<file path="src/rtl/apb_interconnect_if.sv">
// APB4 interconnect bundle: upstream master signals (m_*) and the fanned-out slave side (s_*).
// The ic modport is the interconnect's own view of both sides.
interface apb_interconnect_if #(
   parameter int unsigned ADDR_WIDTH = 32,
   parameter int unsigned DATA_WIDTH = 32,
   parameter int unsigned SLAVE_NUM  = 8
);
   logic                            m_psel;
   logic                            m_penable;
   logic                            m_pwrite;
   logic [ADDR_WIDTH-1:0]           m_paddr;
   logic [DATA_WIDTH-1:0]           m_pwdata;
   logic [DATA_WIDTH/8-1:0]         m_pstrb;
   logic [2:0]                      m_pprot;
   logic [DATA_WIDTH-1:0]           m_prdata;
   logic                            m_pready;
   logic                            m_pslverr;

   logic [SLAVE_NUM-1:0]            s_psel;
   logic                            s_penable;
   logic                            s_pwrite;
   logic [ADDR_WIDTH-1:0]           s_paddr;
   logic [DATA_WIDTH-1:0]           s_pwdata;
   logic [DATA_WIDTH/8-1:0]         s_pstrb;
   logic [2:0]                      s_pprot;
   logic [SLAVE_NUM*DATA_WIDTH-1:0] s_prdata;
   logic [SLAVE_NUM-1:0]            s_pready;
   logic [SLAVE_NUM-1:0]            s_pslverr;

   modport master (
      output m_psel, m_penable, m_pwrite, m_paddr, m_pwdata, m_pstrb, m_pprot,
      input  m_prdata, m_pready, m_pslverr
   );

   modport slave (
      input  s_psel, s_penable, s_pwrite, s_paddr, s_pwdata, s_pstrb, s_pprot,
      output s_prdata, s_pready, s_pslverr
   );

   modport ic (
      input  m_psel, m_penable, m_pwrite, m_paddr, m_pwdata, m_pstrb, m_pprot,
      output m_prdata, m_pready, m_pslverr,
      output s_psel, s_penable, s_pwrite, s_paddr, s_pwdata, s_pstrb, s_pprot,
      input  s_prdata, s_pready, s_pslverr
   );
endinterface

</file>
<file path="src/rtl/apb_interconnect.sv">
// APB4 one-master/N-slave interconnect: address decode, response mux, local completion of
// unmapped and timed-out transfers, and sticky error status.
module apb_interconnect #(
   parameter int unsigned           ADDR_WIDTH     = 32,
   parameter int unsigned           DATA_WIDTH     = 32,
   parameter int unsigned           SLAVE_NUM      = 8,
   parameter int unsigned           REGION_BITS    = 12,
   parameter logic [ADDR_WIDTH-1:0] BASE_ADDR      = ADDR_WIDTH'(32'h4000_0000),
   parameter int unsigned           TIMEOUT_CYCLES = 16
) (
   input  logic                  pclk,
   input  logic                  preset_n,
   apb_interconnect_if.ic        bus,
   input  logic                  err_clr,
   output logic [15:0]           err_count,
   output logic [ADDR_WIDTH-1:0] last_err_addr,
   output logic [1:0]            last_err_type
);
   localparam int unsigned IDX_W   = (SLAVE_NUM > 1) ? $clog2(SLAVE_NUM) : 1;
   localparam int unsigned CMP_LSB = REGION_BITS + IDX_W;
   localparam logic [15:0] TIMEOUT = 16'(TIMEOUT_CYCLES);

   typedef enum logic [0:0] {StIdle, StAccess} state_e;

   state_e                st_q;
   logic [IDX_W-1:0]      idx_q;
   logic                  mapped_q;
   logic [ADDR_WIDTH-1:0] paddr_q;
   logic [15:0]           cnt_q;

   logic [IDX_W-1:0]      idx;
   logic                  mapped;
   logic                  setup;
   logic                  abort;
   logic                  sel_ready;
   logic                  sel_err;
   logic [DATA_WIDTH-1:0] sel_rdata;
   logic                  resp_ready;
   logic                  done;
   logic                  err_ev;
   logic [1:0]            err_type;

   assign idx    = bus.m_paddr[REGION_BITS +: IDX_W];
   assign mapped = (bus.m_paddr[ADDR_WIDTH-1:CMP_LSB] == BASE_ADDR[ADDR_WIDTH-1:CMP_LSB]) &&
                   (32'(idx) < SLAVE_NUM);
   // Gated by reset so a master still holding psel cannot select a slave while in reset.
   assign setup  = (st_q == StIdle) && bus.m_psel && preset_n;
   assign abort  = (TIMEOUT_CYCLES != 0) && mapped_q && (cnt_q == TIMEOUT);

   assign bus.s_pwrite = bus.m_pwrite;
   assign bus.s_paddr  = bus.m_paddr;
   assign bus.s_pwdata = bus.m_pwdata;
   assign bus.s_pstrb  = bus.m_pstrb;
   assign bus.s_pprot  = bus.m_pprot;

   always_comb begin
      sel_ready = 1'b0;
      sel_err   = 1'b0;
      sel_rdata = '0;
      for (int unsigned i = 0; i < SLAVE_NUM; i++) begin
         if (32'(idx_q) == i) begin
            sel_ready = bus.s_pready[i];
            sel_err   = bus.s_pslverr[i];
            sel_rdata = bus.s_prdata[i*DATA_WIDTH +: DATA_WIDTH];
         end
      end
   end

   always_comb begin
      bus.s_psel    = '0;
      bus.s_penable = 1'b0;
      bus.m_prdata  = '0;
      bus.m_pslverr = 1'b0;
      resp_ready    = 1'b0;
      if (st_q == StIdle) begin
         for (int unsigned i = 0; i < SLAVE_NUM; i++) begin
            bus.s_psel[i] = setup && mapped && (32'(idx) == i);
         end
      end else if (!mapped_q || abort) begin
         resp_ready    = 1'b1;
         bus.m_pslverr = 1'b1;
      end else begin
         for (int unsigned i = 0; i < SLAVE_NUM; i++) begin
            bus.s_psel[i] = (32'(idx_q) == i);
         end
         bus.s_penable = bus.m_penable;
         resp_ready    = sel_ready;
         bus.m_pslverr = sel_err;
         bus.m_prdata  = sel_rdata;
      end
   end

   assign bus.m_pready = resp_ready;
   assign done         = (st_q == StAccess) && bus.m_psel && resp_ready;

   always_comb begin
      err_type = 2'b00;
      if (!mapped_q) begin
         err_type = 2'b01;
      end else if (abort) begin
         err_type = 2'b10;
      end else if (sel_err) begin
         err_type = 2'b11;
      end
   end

   assign err_ev = done && (err_type != 2'b00);

   always_ff @(posedge pclk or negedge preset_n) begin
      if (!preset_n) begin
         st_q          <= StIdle;
         idx_q         <= '0;
         mapped_q      <= 1'b0;
         paddr_q       <= '0;
         cnt_q         <= '0;
         err_count     <= '0;
         last_err_addr <= '0;
         last_err_type <= 2'b00;
      end else begin
         unique case (st_q)
            StIdle: begin
               if (bus.m_psel) begin
                  st_q     <= StAccess;
                  idx_q    <= idx;
                  mapped_q <= mapped;
                  paddr_q  <= bus.m_paddr;
                  cnt_q    <= '0;
               end
            end
            StAccess: begin
               // A dropped psel abandons the transfer without logging anything.
               if (!bus.m_psel || done) begin
                  st_q  <= StIdle;
                  cnt_q <= '0;
               end else if (cnt_q != 16'hFFFF) begin
                  cnt_q <= cnt_q + 16'd1;
               end
            end
            default: st_q <= StIdle;
         endcase

         if (err_ev) begin
            if (err_clr) begin
               err_count <= 16'd1;
            end else if (err_count != 16'hFFFF) begin
               err_count <= err_count + 16'd1;
            end
            last_err_addr <= paddr_q;
            last_err_type <= err_type;
         end else if (err_clr) begin
            err_count     <= '0;
            last_err_addr <= '0;
            last_err_type <= 2'b00;
         end
      end
   end
endmodule

</file>
<file path="src/flat_wrapper.sv">
// flat-port wrapper written by rule: the top's interface ports become plain ports
module apb_interconnect_flat 
#(
   parameter int unsigned           ADDR_WIDTH     = 32,
   parameter int unsigned           DATA_WIDTH     = 32,
   parameter int unsigned           SLAVE_NUM      = 8,
   parameter int unsigned           REGION_BITS    = 12,
   parameter logic [ADDR_WIDTH-1:0] BASE_ADDR      = ADDR_WIDTH'(32'h4000_0000),
   parameter int unsigned           TIMEOUT_CYCLES = 16
)
  (pclk, preset_n, err_clr, err_count, last_err_addr, last_err_type, bus_m_psel, bus_m_penable, bus_m_pwrite, bus_m_paddr, bus_m_pwdata, bus_m_pstrb, bus_m_pprot, bus_m_prdata, bus_m_pready, bus_m_pslverr, bus_s_psel, bus_s_penable, bus_s_pwrite, bus_s_paddr, bus_s_pwdata, bus_s_pstrb, bus_s_pprot, bus_s_prdata, bus_s_pready, bus_s_pslverr);
  apb_interconnect_if #(.ADDR_WIDTH(ADDR_WIDTH), .DATA_WIDTH(DATA_WIDTH), .SLAVE_NUM(SLAVE_NUM)) bus_i ();
  input  logic pclk;
  input  logic preset_n;
  input  logic err_clr;
  output logic [15:0] err_count;
  output logic [ADDR_WIDTH-1:0] last_err_addr;
  output logic [1:0] last_err_type;
  input wire logic [$bits(bus_i.m_psel)-1:0] bus_m_psel;
  input wire logic [$bits(bus_i.m_penable)-1:0] bus_m_penable;
  input wire logic [$bits(bus_i.m_pwrite)-1:0] bus_m_pwrite;
  input wire logic [$bits(bus_i.m_paddr)-1:0] bus_m_paddr;
  input wire logic [$bits(bus_i.m_pwdata)-1:0] bus_m_pwdata;
  input wire logic [$bits(bus_i.m_pstrb)-1:0] bus_m_pstrb;
  input wire logic [$bits(bus_i.m_pprot)-1:0] bus_m_pprot;
  output wire logic [$bits(bus_i.m_prdata)-1:0] bus_m_prdata;
  output wire logic [$bits(bus_i.m_pready)-1:0] bus_m_pready;
  output wire logic [$bits(bus_i.m_pslverr)-1:0] bus_m_pslverr;
  output wire logic [$bits(bus_i.s_psel)-1:0] bus_s_psel;
  output wire logic [$bits(bus_i.s_penable)-1:0] bus_s_penable;
  output wire logic [$bits(bus_i.s_pwrite)-1:0] bus_s_pwrite;
  output wire logic [$bits(bus_i.s_paddr)-1:0] bus_s_paddr;
  output wire logic [$bits(bus_i.s_pwdata)-1:0] bus_s_pwdata;
  output wire logic [$bits(bus_i.s_pstrb)-1:0] bus_s_pstrb;
  output wire logic [$bits(bus_i.s_pprot)-1:0] bus_s_pprot;
  input wire logic [$bits(bus_i.s_prdata)-1:0] bus_s_prdata;
  input wire logic [$bits(bus_i.s_pready)-1:0] bus_s_pready;
  input wire logic [$bits(bus_i.s_pslverr)-1:0] bus_s_pslverr;
  assign bus_i.m_psel = bus_m_psel;
  assign bus_i.m_penable = bus_m_penable;
  assign bus_i.m_pwrite = bus_m_pwrite;
  assign bus_i.m_paddr = bus_m_paddr;
  assign bus_i.m_pwdata = bus_m_pwdata;
  assign bus_i.m_pstrb = bus_m_pstrb;
  assign bus_i.m_pprot = bus_m_pprot;
  assign bus_m_prdata = bus_i.m_prdata;
  assign bus_m_pready = bus_i.m_pready;
  assign bus_m_pslverr = bus_i.m_pslverr;
  assign bus_s_psel = bus_i.s_psel;
  assign bus_s_penable = bus_i.s_penable;
  assign bus_s_pwrite = bus_i.s_pwrite;
  assign bus_s_paddr = bus_i.s_paddr;
  assign bus_s_pwdata = bus_i.s_pwdata;
  assign bus_s_pstrb = bus_i.s_pstrb;
  assign bus_s_pprot = bus_i.s_pprot;
  assign bus_i.s_prdata = bus_s_prdata;
  assign bus_i.s_pready = bus_s_pready;
  assign bus_i.s_pslverr = bus_s_pslverr;
  apb_interconnect #(.ADDR_WIDTH(ADDR_WIDTH), .DATA_WIDTH(DATA_WIDTH), .SLAVE_NUM(SLAVE_NUM), .REGION_BITS(REGION_BITS), .BASE_ADDR(BASE_ADDR), .TIMEOUT_CYCLES(TIMEOUT_CYCLES)) u_core (.pclk(pclk), .preset_n(preset_n), .bus(bus_i), .err_clr(err_clr), .err_count(err_count), .last_err_addr(last_err_addr), .last_err_type(last_err_type));
endmodule
</file>
<file path="config.mk">
export PLATFORM = sky130hd
export DESIGN_NAME = apb_interconnect_flat
export DESIGN_NICKNAME = d
export VERILOG_FILES = /design/src/rtl/apb_interconnect_if.sv /design/src/rtl/apb_interconnect.sv /design/src/flat_wrapper.sv
export SDC_FILE = /design/constraint.sdc
export NUM_CORES = 1
export LEC_CHECK = 0
export CAP_MARGIN = 20
export CELL_PAD_IN_SITES_DETAIL_PLACEMENT = 0
export CELL_PAD_IN_SITES_GLOBAL_PLACEMENT = 2
export CORE_ASPECT_RATIO = 0.5
export CORE_MARGIN = 2
export CORE_UTILIZATION = 17
export CTS_CLUSTER_SIZE = 30
export DETAILED_ROUTE_END_ITERATION = 12
export PLACE_DENSITY_LB_ADDON = 0.1
export SETUP_SLACK_MARGIN = 0.5
export SLEW_MARGIN = 20
export SYNTH_ARGS = -nofsm -noshare
export SYNTH_HDL_FRONTEND = slang
export SYNTH_SLANG_ARGS = --single-unit
export TNS_END_PERCENT = 20
</file>
<file path="constraint.sdc">
create_clock -name pclk -period 2.91 [get_ports pclk]
set_input_delay 0.873 -clock pclk [delete_from_list [all_inputs] [get_ports pclk]]
set_output_delay 0.873 -clock pclk [all_outputs]
set_load 0.01 [all_outputs]
</file>
==> impl_metrics.py <==
metrics = {
    "logic_synthesis": {
        "synth-async-reset-ratio_pct": 100,
        "synth_top_area_cell": "dfrtp_1",
        "yosysWarnings": 0,
        "ys_top_cells_by_area": "dfrtp_1 33%, buf_4 7.5%, a21oi_1 5.3%, mux2i_1 5.0%, mux2_2 4.6%",
        "ys_types": 56,
        "ys_seq_area_share_pct": 33.1,
        "syn-mean-instance-area_sq_um": 8.46,
        "syn_inst": 894,
        "synthesis.nets": 1246,
        "synth-seq-cells": 100,
        "synthFlopType": "dfrtp_1",
        "yosysTopAreaCellShare_pct": 33.1,
        "synth_edf_count": 0,
        "syn_area_sq_mm": 0.00756,
    },
    "clocking": {
        "clk_pin_slew_ns": 0.07,
        "clockRootBuffer": "clkbuf_16",
        "tritoncts": "built",
        "htreeDepth": 3,
        "worstSkewPairLatency_ns": 0.36,
        "clkSinkCount": 100,
        "cts_made_buffers": 9,
        "clk_path_buf_depth": 2,
    },
    "place": {
        "place_congestion": 0.875,
        "dp_hpwl_microns": 34200,
        "dpl_cell_area_sq_mm": 0.0134,
        "io_buffers": 433,
        "dp.cells": 1925,
    },
    "sta": {
        "maxSlewHeadroom_pct": 53.1,
        "setup_violations": 42,
        "final.min_clock_period_ns": 3.37,
        "finalMaxSlewViolations": 0,
        "fmax_mhz": 297,
        "setup_tns_ns": -9.62,
        "fin_skew_ns": 0.0132,
        "hold_violations": 0,
        "period_share_pct": 116,
        "setup_slack_ns": -0.458,
        "rsz0062_at_grt": "true",
        "tightest_slew_ns": 0.704,
    },
    "worst_setup_path": {
        "crit_family": "simple AND/OR/NAND/NOR gates",
        "crit_arrival_ns": 2.49,
        "cp_slowest_stage_delay_ns": 0.54,
        "cp_common_cell": "buf_6",
        "critPathKind": "primary input to primary output",
        "slowest_stage": "or4_4",
        "worstPathMaxFanout": 4,
        "critPathLaunchType": "primary input",
        "worstPathBufferInverterCount": 3,
        "required_ns": 2.04,
        "cp-end-kind": "primary output",
        "cp_cell_sequence": "buf_6 > or4_4 > nor4_4 > and3_4 > nand2b_4 > buf_6 > o22ai_2 > buf_2",
    },
    "grt": {
        "overflow": 0,
        "busiest_layer": "met2",
        "track_usage_pct": 17.9,
        "grt_pass1_vias": 9294,
        "met2_usage_pct": 34.7,
        "antenna_found_initial": 2,
        "grt_max_degree": 52,
        "gr-usage-met3_pct": 3.47,
        "grt_pass1_wl_microns": 62000,
        "use_met1_pct": 20.0,
    },
    "cells_and_area": {
        "syn2layout_area_growth_pct": 95.7,
        "fillers": 4621,
        "fin_cells": 1988,
        "drive_gt1_share_pct": 34.5,
        "nNetsFinal": 1745,
        "stdcell_area_sq_mm": 0.0148,
    },
    "outcome": {
        "status": "finished, violations left",
        "violations": "setup timing",
    },
    "power": {
        "powerDensity_mw_per_mm2": 357,
        "total_power_w": 0.00528,
        "leakagePower_nw": 5.82,
        "max-vdd-ir-drop_uv": 281,
    },
    "flow_run": {
        "cap_viol_max_count": 0,
    },
    "drt": {
        "drt_first_pass_iters": 7,
        "ant_nets": 0,
        "routed_wl_microns": 43200,
        "drc": 0,
        "vias": 8918,
        "routed_via_density": 4.49,
        "avgRoutedWirePerCell_microns": 21.7,
        "drtIter0Drc": 383,
    },
    "die": {
        "fp.dieH_microns": 153,
        "die-area_sq_mm": 0.0463,
        "start_util_pct": 17.3,
        "row_count": 54,
        "die_w_microns": 302,
        "io-pin-count": 514,
        "coreArea_sq_mm": 0.0437,
    },
    "hold_path": {
        "hold_path_class": "register to register",
    },
}
## stage by stage
| step | hold slack [ns] | worst slack (ns) | util (%) |
|---|---|---|---|
| finish | 0.505 | -0.458 | 33.9 |
| floorplan | 0.450 | -0.159 | - |
| global placement | 0.482 | -1.32 | 30.6 |
| CTS | 0.508 | -0.463 | 32.5 |
| global route | 0.521 | -0.504 | 33.9 |
| detailed placement | 0.488 | -1.35 | 30.6 |
## placed cells by master, fill, tap and decap left out, types with 26 or more instances in the layout
cell             netlist  layout
nand2_1               75      70
a31o_1                26      26
dfrtp_1              100      97
dlygate4sd2_1          0      32
mux2i_1               38      32
a21oi_1               80      49
nor2_1                46      39
a21oi_2                0      27
o21ai_1                3      36
mux2_2                31      31
o211ai_1              29      29
clkdlybuf4s50_1        0     320
buf_4                 76     146
nor3b_1               31      30
buf_6                  0      35
buf_2                  9      47
## cell families after synthesis
group	after synthesis	synth area share (%)
AOI/OAI and AO/OA	299	26.4
adders and majority gates	3	0.496
DFF	100	33.1
muxes	73	10.2
xor gates and xnor gates	5	0.579
buffers and inverters	163	12.0
and+or+nand+nor	251	17.2
## path summary, 6_finish.rpt
path	start	to	cells past startpoint	slack (ns)
min in group asynchronous	preset_n	u_core.paddr_q[29]	2	0.68
max reg2reg	u_core.paddr_q[13]	u_core.err_count[3]	11	0.07
max in group asynchronous	preset_n	u_core.paddr_q[13]	3	0.97
min	u_core.paddr_q[6]	u_core.paddr_q[6]	1	0.50
min reg2reg	u_core.paddr_q[6]	u_core.paddr_q[6]	1	0.50
max	bus_m_paddr[17]	bus_s_psel[3]	8	-0.46
## routing by layer
| layer | routed length (microns) | part of all wire [%] |
|---|---|---|
| met1 | 16700 | 39 |
| met2 | 23800 | 55 |
| met3 | 1930 | 4.5 |
| met4 | 716 | 1.7 |
| met5 | 0 | 0 |
## cell type report
cell class | count | area, sq um | area share (%)
Clock inverter | 7 | 73.8 | 0.499
Multi-Input combinational cell | 631 | 5080 | 34.3
Tap cell | 588 | 736 | 4.97
Timing Repair Buffer | 636 | 6120 | 41.3
Sequential cell | 100 | 2510 | 16.9
Clock buffer | 9 | 225 | 1.52
Antenna cell | 2 | 5.00 | 0.0338
Inverter | 15 | 56.3 | 0.380
## where the power goes
group	switching, W	internal [W]	total (W)
clock network	0.000616	0.000612	0.00123
registers	0.0000823	0.00151	0.00159
logic	0.00110	0.00137	0.00246
## synth_stat cells, types with 4 or more instances
cell type  count
buf_1          5
o22ai_1        7
and3_1         8
nor2b_1       12
nand3_1       29
o221ai_1      29
dfrtp_1      100
nand2b_1       5
mux2_1         4
a31o_1        26
mux2i_1       38
or4_1          7
nor2_1        46
o21ai_0       61
clkbuf_1      58
a21oi_1       80
a31o_2         5
nor4_1         6
inv_1         15
mux2_2        31
nand2_1       75
buf_4         76
nor3_1        10
buf_2          9
nand4_1        8
o31ai_1        5
o211ai_1      29
or3_1          4
nor3b_1       31
a22oi_1       29
## flip-flops by register name, indices dropped and copies added (netlist names)
signal / count
u_core.paddr_q: 32
u_core.last_err_addr: 32
u_core.cnt_q: 16
u_core.err_count: 16
u_core.st_q: 1
u_core.mapped_q: 1
u_core.last_err_type: 2
## what timing repair did
item / 4_1_cts / 5_1_grt
endpoints found under the hold margin: 0 / 0
hold buffers: 0 / 0
setup buffers: 23 / 17
cloned: 5 / 0
resized for setup: 460 / 105
pin swaps: 73 / 79
endpoints found under the setup margin: 142 / 112
No activity file was read; power rests on OpenSTA's default activity.
